==> src/rtl/dmem_arb_pkg.sv <==
// Shared types and constants for the two-port data-memory arbiter.
package dmem_arb_pkg;

    localparam int unsigned NUM_REQ = 2;

    typedef logic req_id_t;

    localparam req_id_t REQ_CPU = 1'b0;
    localparam req_id_t REQ_DBG = 1'b1;

    typedef enum logic [1:0] {IDLE, ACCESS, RESP} state_e;

endpackage

==> src/rtl/rr_arb2.sv <==
// Combinational two-way winner select: round-robin pointer, plus an owner lock
// when DMEM_ARB_LOCK_EN is defined.
module rr_arb2
    import dmem_arb_pkg::*;
(
    input  logic [NUM_REQ-1:0] req_valid_i,
    input  req_id_t            prio_ptr_i,
`ifdef DMEM_ARB_LOCK_EN
    input  logic               lock_active_i,
    input  req_id_t            lock_id_i,
`endif
    output logic [NUM_REQ-1:0] gnt_o,
    output req_id_t            gnt_id_o,
    output logic               gnt_valid_o
);

    logic [NUM_REQ-1:0] cand;

    always_comb begin
        cand = req_valid_i;
`ifdef DMEM_ARB_LOCK_EN
        // A held lock hides the other requester entirely, even if it has priority.
        if (lock_active_i) begin
            cand = req_valid_i & (NUM_REQ'(1) << lock_id_i);
        end
`endif
        if (cand == 2'b11) begin
            gnt_id_o = prio_ptr_i;
        end else if (cand[REQ_DBG]) begin
            gnt_id_o = REQ_DBG;
        end else begin
            gnt_id_o = REQ_CPU;
        end
        gnt_valid_o = |cand;
        gnt_o       = gnt_valid_o ? (NUM_REQ'(1) << gnt_id_o) : '0;
    end

endmodule

==> src/rtl/dmem_port_arbiter.sv <==
// Shares the single-port data memory between the CPU and loader/debug requesters.
// Define DMEM_ARB_LOCK_EN to add req_lock for read-modify-write ownership.
module dmem_port_arbiter
    import dmem_arb_pkg::*;
#(
    parameter int unsigned DMEMORY_WIDTH = 256,
    parameter int unsigned DATA_W        = 32,
    parameter int unsigned ADDR_W        = 32
) (
    input  logic               clk,
    input  logic               reset,
    input  logic [NUM_REQ-1:0] req_valid,
    input  logic [NUM_REQ-1:0] req_we,
    input  logic [ADDR_W-1:0]  req_addr0,
    input  logic [ADDR_W-1:0]  req_addr1,
    input  logic [DATA_W-1:0]  req_wdata0,
    input  logic [DATA_W-1:0]  req_wdata1,
`ifdef DMEM_ARB_LOCK_EN
    input  logic [NUM_REQ-1:0] req_lock,
`endif
    output logic [NUM_REQ-1:0] req_ready,
    output logic [NUM_REQ-1:0] rsp_valid,
    output logic [DATA_W-1:0]  rsp_rdata,
    output logic               rsp_err,
    output logic               mem_we,
    output logic [ADDR_W-1:0]  mem_addr,
    output logic [DATA_W-1:0]  mem_wd,
    input  logic [DATA_W-1:0]  mem_rd
);

    // One extra bit keeps the compare correct even when the depth needs all ADDR_W bits.
    localparam logic [ADDR_W:0] DepthW = (ADDR_W + 1)'(DMEMORY_WIDTH);

    state_e             state_q;
    req_id_t            prio_q;
    req_id_t            win_q;
    logic               in_range_q;
    logic [NUM_REQ-1:0] req_ready_q;
    logic [NUM_REQ-1:0] rsp_valid_q;
    logic [DATA_W-1:0]  rsp_rdata_q;
    logic               rsp_err_q;
    logic               mem_we_q;
    logic [ADDR_W-1:0]  mem_addr_q;
    logic [DATA_W-1:0]  mem_wd_q;

    logic [NUM_REQ-1:0] gnt;
    req_id_t            gnt_id;
    logic               gnt_valid;
    logic               sel_we;
    logic [ADDR_W-1:0]  sel_addr;
    logic [DATA_W-1:0]  sel_wdata;
    logic               sel_in_range;

`ifdef DMEM_ARB_LOCK_EN
    logic    lock_active_q;
    req_id_t lock_id_q;
`endif

    rr_arb2 u_rr_arb2 (
        .req_valid_i   (req_valid),
        .prio_ptr_i    (prio_q),
`ifdef DMEM_ARB_LOCK_EN
        .lock_active_i (lock_active_q),
        .lock_id_i     (lock_id_q),
`endif
        .gnt_o         (gnt),
        .gnt_id_o      (gnt_id),
        .gnt_valid_o   (gnt_valid)
    );

    always_comb begin
        sel_we       = req_we[gnt_id];
        sel_addr     = (gnt_id == REQ_DBG) ? req_addr1 : req_addr0;
        sel_wdata    = (gnt_id == REQ_DBG) ? req_wdata1 : req_wdata0;
        sel_in_range = {1'b0, sel_addr} < DepthW;
    end

    always_ff @(posedge clk) begin
        if (!reset) begin
            state_q     <= IDLE;
            prio_q      <= REQ_CPU;
            win_q       <= REQ_CPU;
            in_range_q  <= 1'b0;
            req_ready_q <= '0;
            rsp_valid_q <= '0;
            rsp_rdata_q <= '0;
            rsp_err_q   <= 1'b0;
            mem_we_q    <= 1'b0;
            mem_addr_q  <= '0;
            mem_wd_q    <= '0;
`ifdef DMEM_ARB_LOCK_EN
            lock_active_q <= 1'b0;
            lock_id_q     <= REQ_CPU;
`endif
        end else begin
            case (state_q)
                IDLE: begin
                    if (gnt_valid) begin
                        state_q     <= ACCESS;
                        win_q       <= gnt_id;
                        in_range_q  <= sel_in_range;
                        req_ready_q <= gnt;
                        mem_we_q    <= sel_we & sel_in_range;
                        mem_addr_q  <= sel_addr;
                        mem_wd_q    <= sel_wdata;
`ifdef DMEM_ARB_LOCK_EN
                        lock_active_q <= req_lock[gnt_id];
                        lock_id_q     <= gnt_id;
`endif
                    end
                end
                ACCESS: begin
                    // mem_rd is the pre-write value: the memory commits a store on this edge.
                    state_q     <= RESP;
                    req_ready_q <= '0;
                    rsp_valid_q <= req_ready_q;
                    rsp_rdata_q <= in_range_q ? mem_rd : '0;
                    rsp_err_q   <= ~in_range_q;
                    mem_we_q    <= 1'b0;
                    mem_addr_q  <= '0;
                    mem_wd_q    <= '0;
                end
                RESP: begin
                    state_q     <= IDLE;
                    rsp_valid_q <= '0;
                    prio_q      <= ~win_q;
                end
                default: state_q <= IDLE;
            endcase
        end
    end

    assign req_ready = req_ready_q;
    assign rsp_valid = rsp_valid_q;
    assign rsp_rdata = rsp_rdata_q;
    assign rsp_err   = rsp_err_q;
    assign mem_we    = mem_we_q;
    assign mem_addr  = mem_addr_q;
    assign mem_wd    = mem_wd_q;

endmodule

==> config.mk <==
export PLATFORM = sky130hd
export DESIGN_NAME = dmem_port_arbiter
export DESIGN_NICKNAME = d
export VERILOG_FILES = /design/src/rtl/dmem_arb_pkg.sv /design/src/rtl/rr_arb2.sv /design/src/rtl/dmem_port_arbiter.sv
export SDC_FILE = /design/constraint.sdc
export NUM_CORES = 1
export LEC_CHECK = 0
export ABC_AREA = 0
export BUFFER_PORTS_ARGS = -buffer_cell sky130_fd_sc_hd__buf_2
export CORE_AREA = 2 2 110 112
export DETAILED_ROUTE_END_ITERATION = 10
export DIE_AREA = 0 0 112 114
export HOLD_SLACK_MARGIN = 0.12
export PLACE_DENSITY = 0.77
export SYNTH_ARGS = -nofsm -noshare
export SYNTH_HDL_FRONTEND = slang
export SYNTH_SLANG_ARGS = --single-unit
==> constraint.sdc <==
create_clock -name clk -period 1.7 [get_ports clk]
set_input_delay 0.425 -clock clk [delete_from_list [all_inputs] [get_ports clk]]
set_output_delay 0.425 -clock clk [all_outputs]
set_load 0.03 [all_outputs]
==> metrics.md <==
| Metric | Value |
|---|---|
| Unrepaired setup endpoints after global routing | yes |
| Synth area leaders | dfxtp_1, nor2b_1, a222oi_1, a22oi_1, mux2_2 |
| Htree depth | 3 |
| Reg2reg start | state_q[1] |
| Wire per inst | 15.97 µm |
| RR Endpoint | mem_wd[5] |
| CP endpoint kind | flop |
| Yosys reg bits | 107 |
| Layout Nets | 902 |
| Worst min path class | in2reg |
| Vias per Instance | 5.244 |
| GRT Util Overall | 20.69% |
| Startpoint Class | flop |
| Fill cells | 1030 |
| Share of cells above drive strength 1 | 47.15% |
| ANT nets after route | 0 |
| Final-report max-slew violation count | 0 |
| Clock-pin slew on the worst setup and hold paths | 70 ps |
| Hold Vio Cnt, Final | 0 |
| CTS tree | yes |
| Setup Skew | 7.985 ps |
| Storage element area | 2145 µm² |
| PwrDens | 1005 nW/µm² |
| WHS Path Cells | 3 |
| Syn Inst Count | 460 |
| Post-route cell area | 6730 µm² |
| F_max | 589.3 MHz |
| Max cap viols | 0 |
| Worst VDD drop | 0.5627 mV |
| I/O pins | 268 |
| Yosys warnings | 0 |
| Setup tns final | 0 ps |
| Antenna violations before repair | 0 |
| Drt total wl | 14140 µm |
| Critical path startpoint | state_q[1] |
| R2r setup slk | 3 ps |
| Ant diodes | 0 |
| DRC | 0 |
| First DRT Iteration DRCs | 395 |
| Crit path required time | 1920 ps |
| Setup violators final | 0 |
| Core Region | 11710 µm² |
| Slew margin rel. | 54.48% |
| DIE WIDTH | 112 µm |
| Async set-reset flop share out of synthesis | 0% |
| # port buffers | 267 |
| Largest net degree at the start of global routing | 92 |
| Worst EP arrival | 1920 ps |
| First-pass GRT wire length | 21560 µm |
| Post-synth top area share | 46.83% |
| Post-synthesis sequential area ratio | 46.83% |
| Leakage | 0.003082 µW |
| Area grow syn2layout | 47.13% |
| Commonest cells in the netlist | nor2b_1, dfxtp_1, a222oi_1 |
| Netlist cell types | 37 |
| Syn Area/Cell | 9.944 µm² |
| Row cnt | 40 |
| DPL Wire Length | 9917 µm |
| Count of flip-flops with a built-in enable after synthesis | 0 |
| Placed cell areas | 6135 µm² |
| Crit-path max FO | 9 |
| Fin util | 57.47% |
| Worst-margin pin slew | 682.8 ps |
| Clock root cell | clkbuf_16 |
| Worst setup margin | 3.154 ps |
| Post-synth top flop | dfxtp_1 |
| Vias | 4641 |
| Vias in the first global route | 4327 |
| Post-Syn Area | 4574 µm² |
| Total gr overflow | 0 |
| Min cycle time layout | 1697 ps |
| Period utilization | 99.81% |
| Max Buffers Root-to-Sink | 2 |
| Initial core utilization | 39.06% |
| Cells on worst reg2reg path | 9 |
| GPL Wtd Cong | 0.9665 |
| Worst-Skew Late Latency | 340 ps |
| WHS | 332.6 ps |
| Count leader, synth | nor2b_1 |
| Worst setup path endpoint | mem_wd[5] |
| Area leader, netlist | dfxtp_1 |
| Die H | 114 µm |
| Outcome | finished, final reports clean |
| Area used by multi-input combinational logic | 2282 µm² |
| Post-Syn Nets | 629 |
| Pre-CTS WS | -212.0 ps |
| TritonRoute pass-1 iters | 7 |
| WS Path Type | reg2reg |
| CTS Buf Count | 9 |
| Clock sinks | 107 |
| Die footprint | 12770 µm² |
==> area by class of cell <==
cell class | count | share of cell area (%)
Clock buffer | 12 | 3.811
Sequential cell | 107 | 31.86
Clock inverter | 4 | 1.078
Timing Repair Buffer | 301 | 26.29
Inverter | 5 | 0.3160
Multi-Input combinational cell | 309 | 33.91
Tap cell | 147 | 2.733
==> where the power goes <==
group | total, µW | internal (µW) | switching, µW
registers | 2760 | 2670 | 88.8
clock network | 2280 | 1370 | 914
logic | 1720 | 768 | 955
==> worst max-delay path, cell delays in order, from the launching register on <==
cell and delay, ps:
dfxtp_2 360, inv_4 50, ha_4 170, o21ai_4 70
or2_4 160, nor2_4 60, buf_12 140, clkbuf_16 160
a222oi_1 320, nor2b_1 80
==> how the worst min path moves through the flow <==
stage,slack [ps],endpoint,startpoint
finish,330,rsp_rdata[6],mem_rd[6]
global route,330,rsp_rdata[28],mem_rd[28]
CTS,320,rsp_rdata[6],mem_rd[6]
detailed placement,480,in_range_q,in_range_q
global placement,470,rsp_err,rsp_err
floorplan,440,in_range_q,in_range_q
==> per-stage QoR <==
| step | std cells | power (µW) |
|---|---|---|
| 2_1_floorplan | 460 | 3731 |
| 3_3_place_gp | 856 | 4277 |
| 3_5_place_dp | 856 | 4320 |
| 4_1_cts | 877 | 6680 |
| 5_1_grt | 885 | 7056 |
| 6_report | 885 | 6764 |
==> kinds of logic (layout without fill, tap and decap cells) <==
kind of cell | count (synthesis) | in the layout | synth area share [%]
adder cells (fa/ha/maj) | 3 | 3 | 0.8207
AND/OR/NAND/NOR | 169 | 169 | 22.68
multiplexers | 27 | 27 | 6.592
AO/OA/AOI/OAI | 110 | 110 | 18.57
buffers and inverters | 44 | 322 | 4.513
flip-flops | 107 | 107 | 46.83
==> layer usage <==
layer	track usage, %	share of wire [%]	up-vias
met2	34.67	49	209
li1	-	-	2218
met5	0	0	-
met4	7.805	1.9	0
met3	4.729	7.1	25
met1	26.20	42	2189
==> layout by cell type, fill, tap and decap left out, drive strengths merged, types with 2 or more instances in the layout <==
| cell | instances |
|---|---|
| o21ai | 4 |
| nand3 | 3 |
| and2 | 3 |
| bufinv | 2 |
| ha | 3 |
| a21boi | 3 |
| dfxtp | 107 |
| buf | 297 |
| a22oi | 26 |
| nor4 | 10 |
| mux2 | 25 |
| inv | 5 |
| a222oi | 39 |
| nand2 | 7 |
| mux2i | 2 |
| a21oi | 35 |
| clkbuf | 16 |
| nor2b | 131 |
| nor2 | 6 |
| nor4b | 2 |
==> flip-flops by register name, summed over array words and instances, names as in the netlist, 2 cells and up <==
signal,count
req_ready,2
mem_addr,32
rsp_rdata,32
state_q,2
mem_wd,32
rsp_valid,2
==> repair_timing <==
| action | in CTS | in global routing |
|---|---|---|
| gates cloned | 1 | 4 |
| hold endpoints to repair | 0 | 0 |
| setup buffers | 4 | 4 |
| hold buffers | 0 | 0 |
| pin swaps | 3 | 10 |
| resized for setup | 11 | 3 |
| endpoints found under the setup margin | 39 | 39 |
No activity file was read; power rests on OpenSTA's default activity.
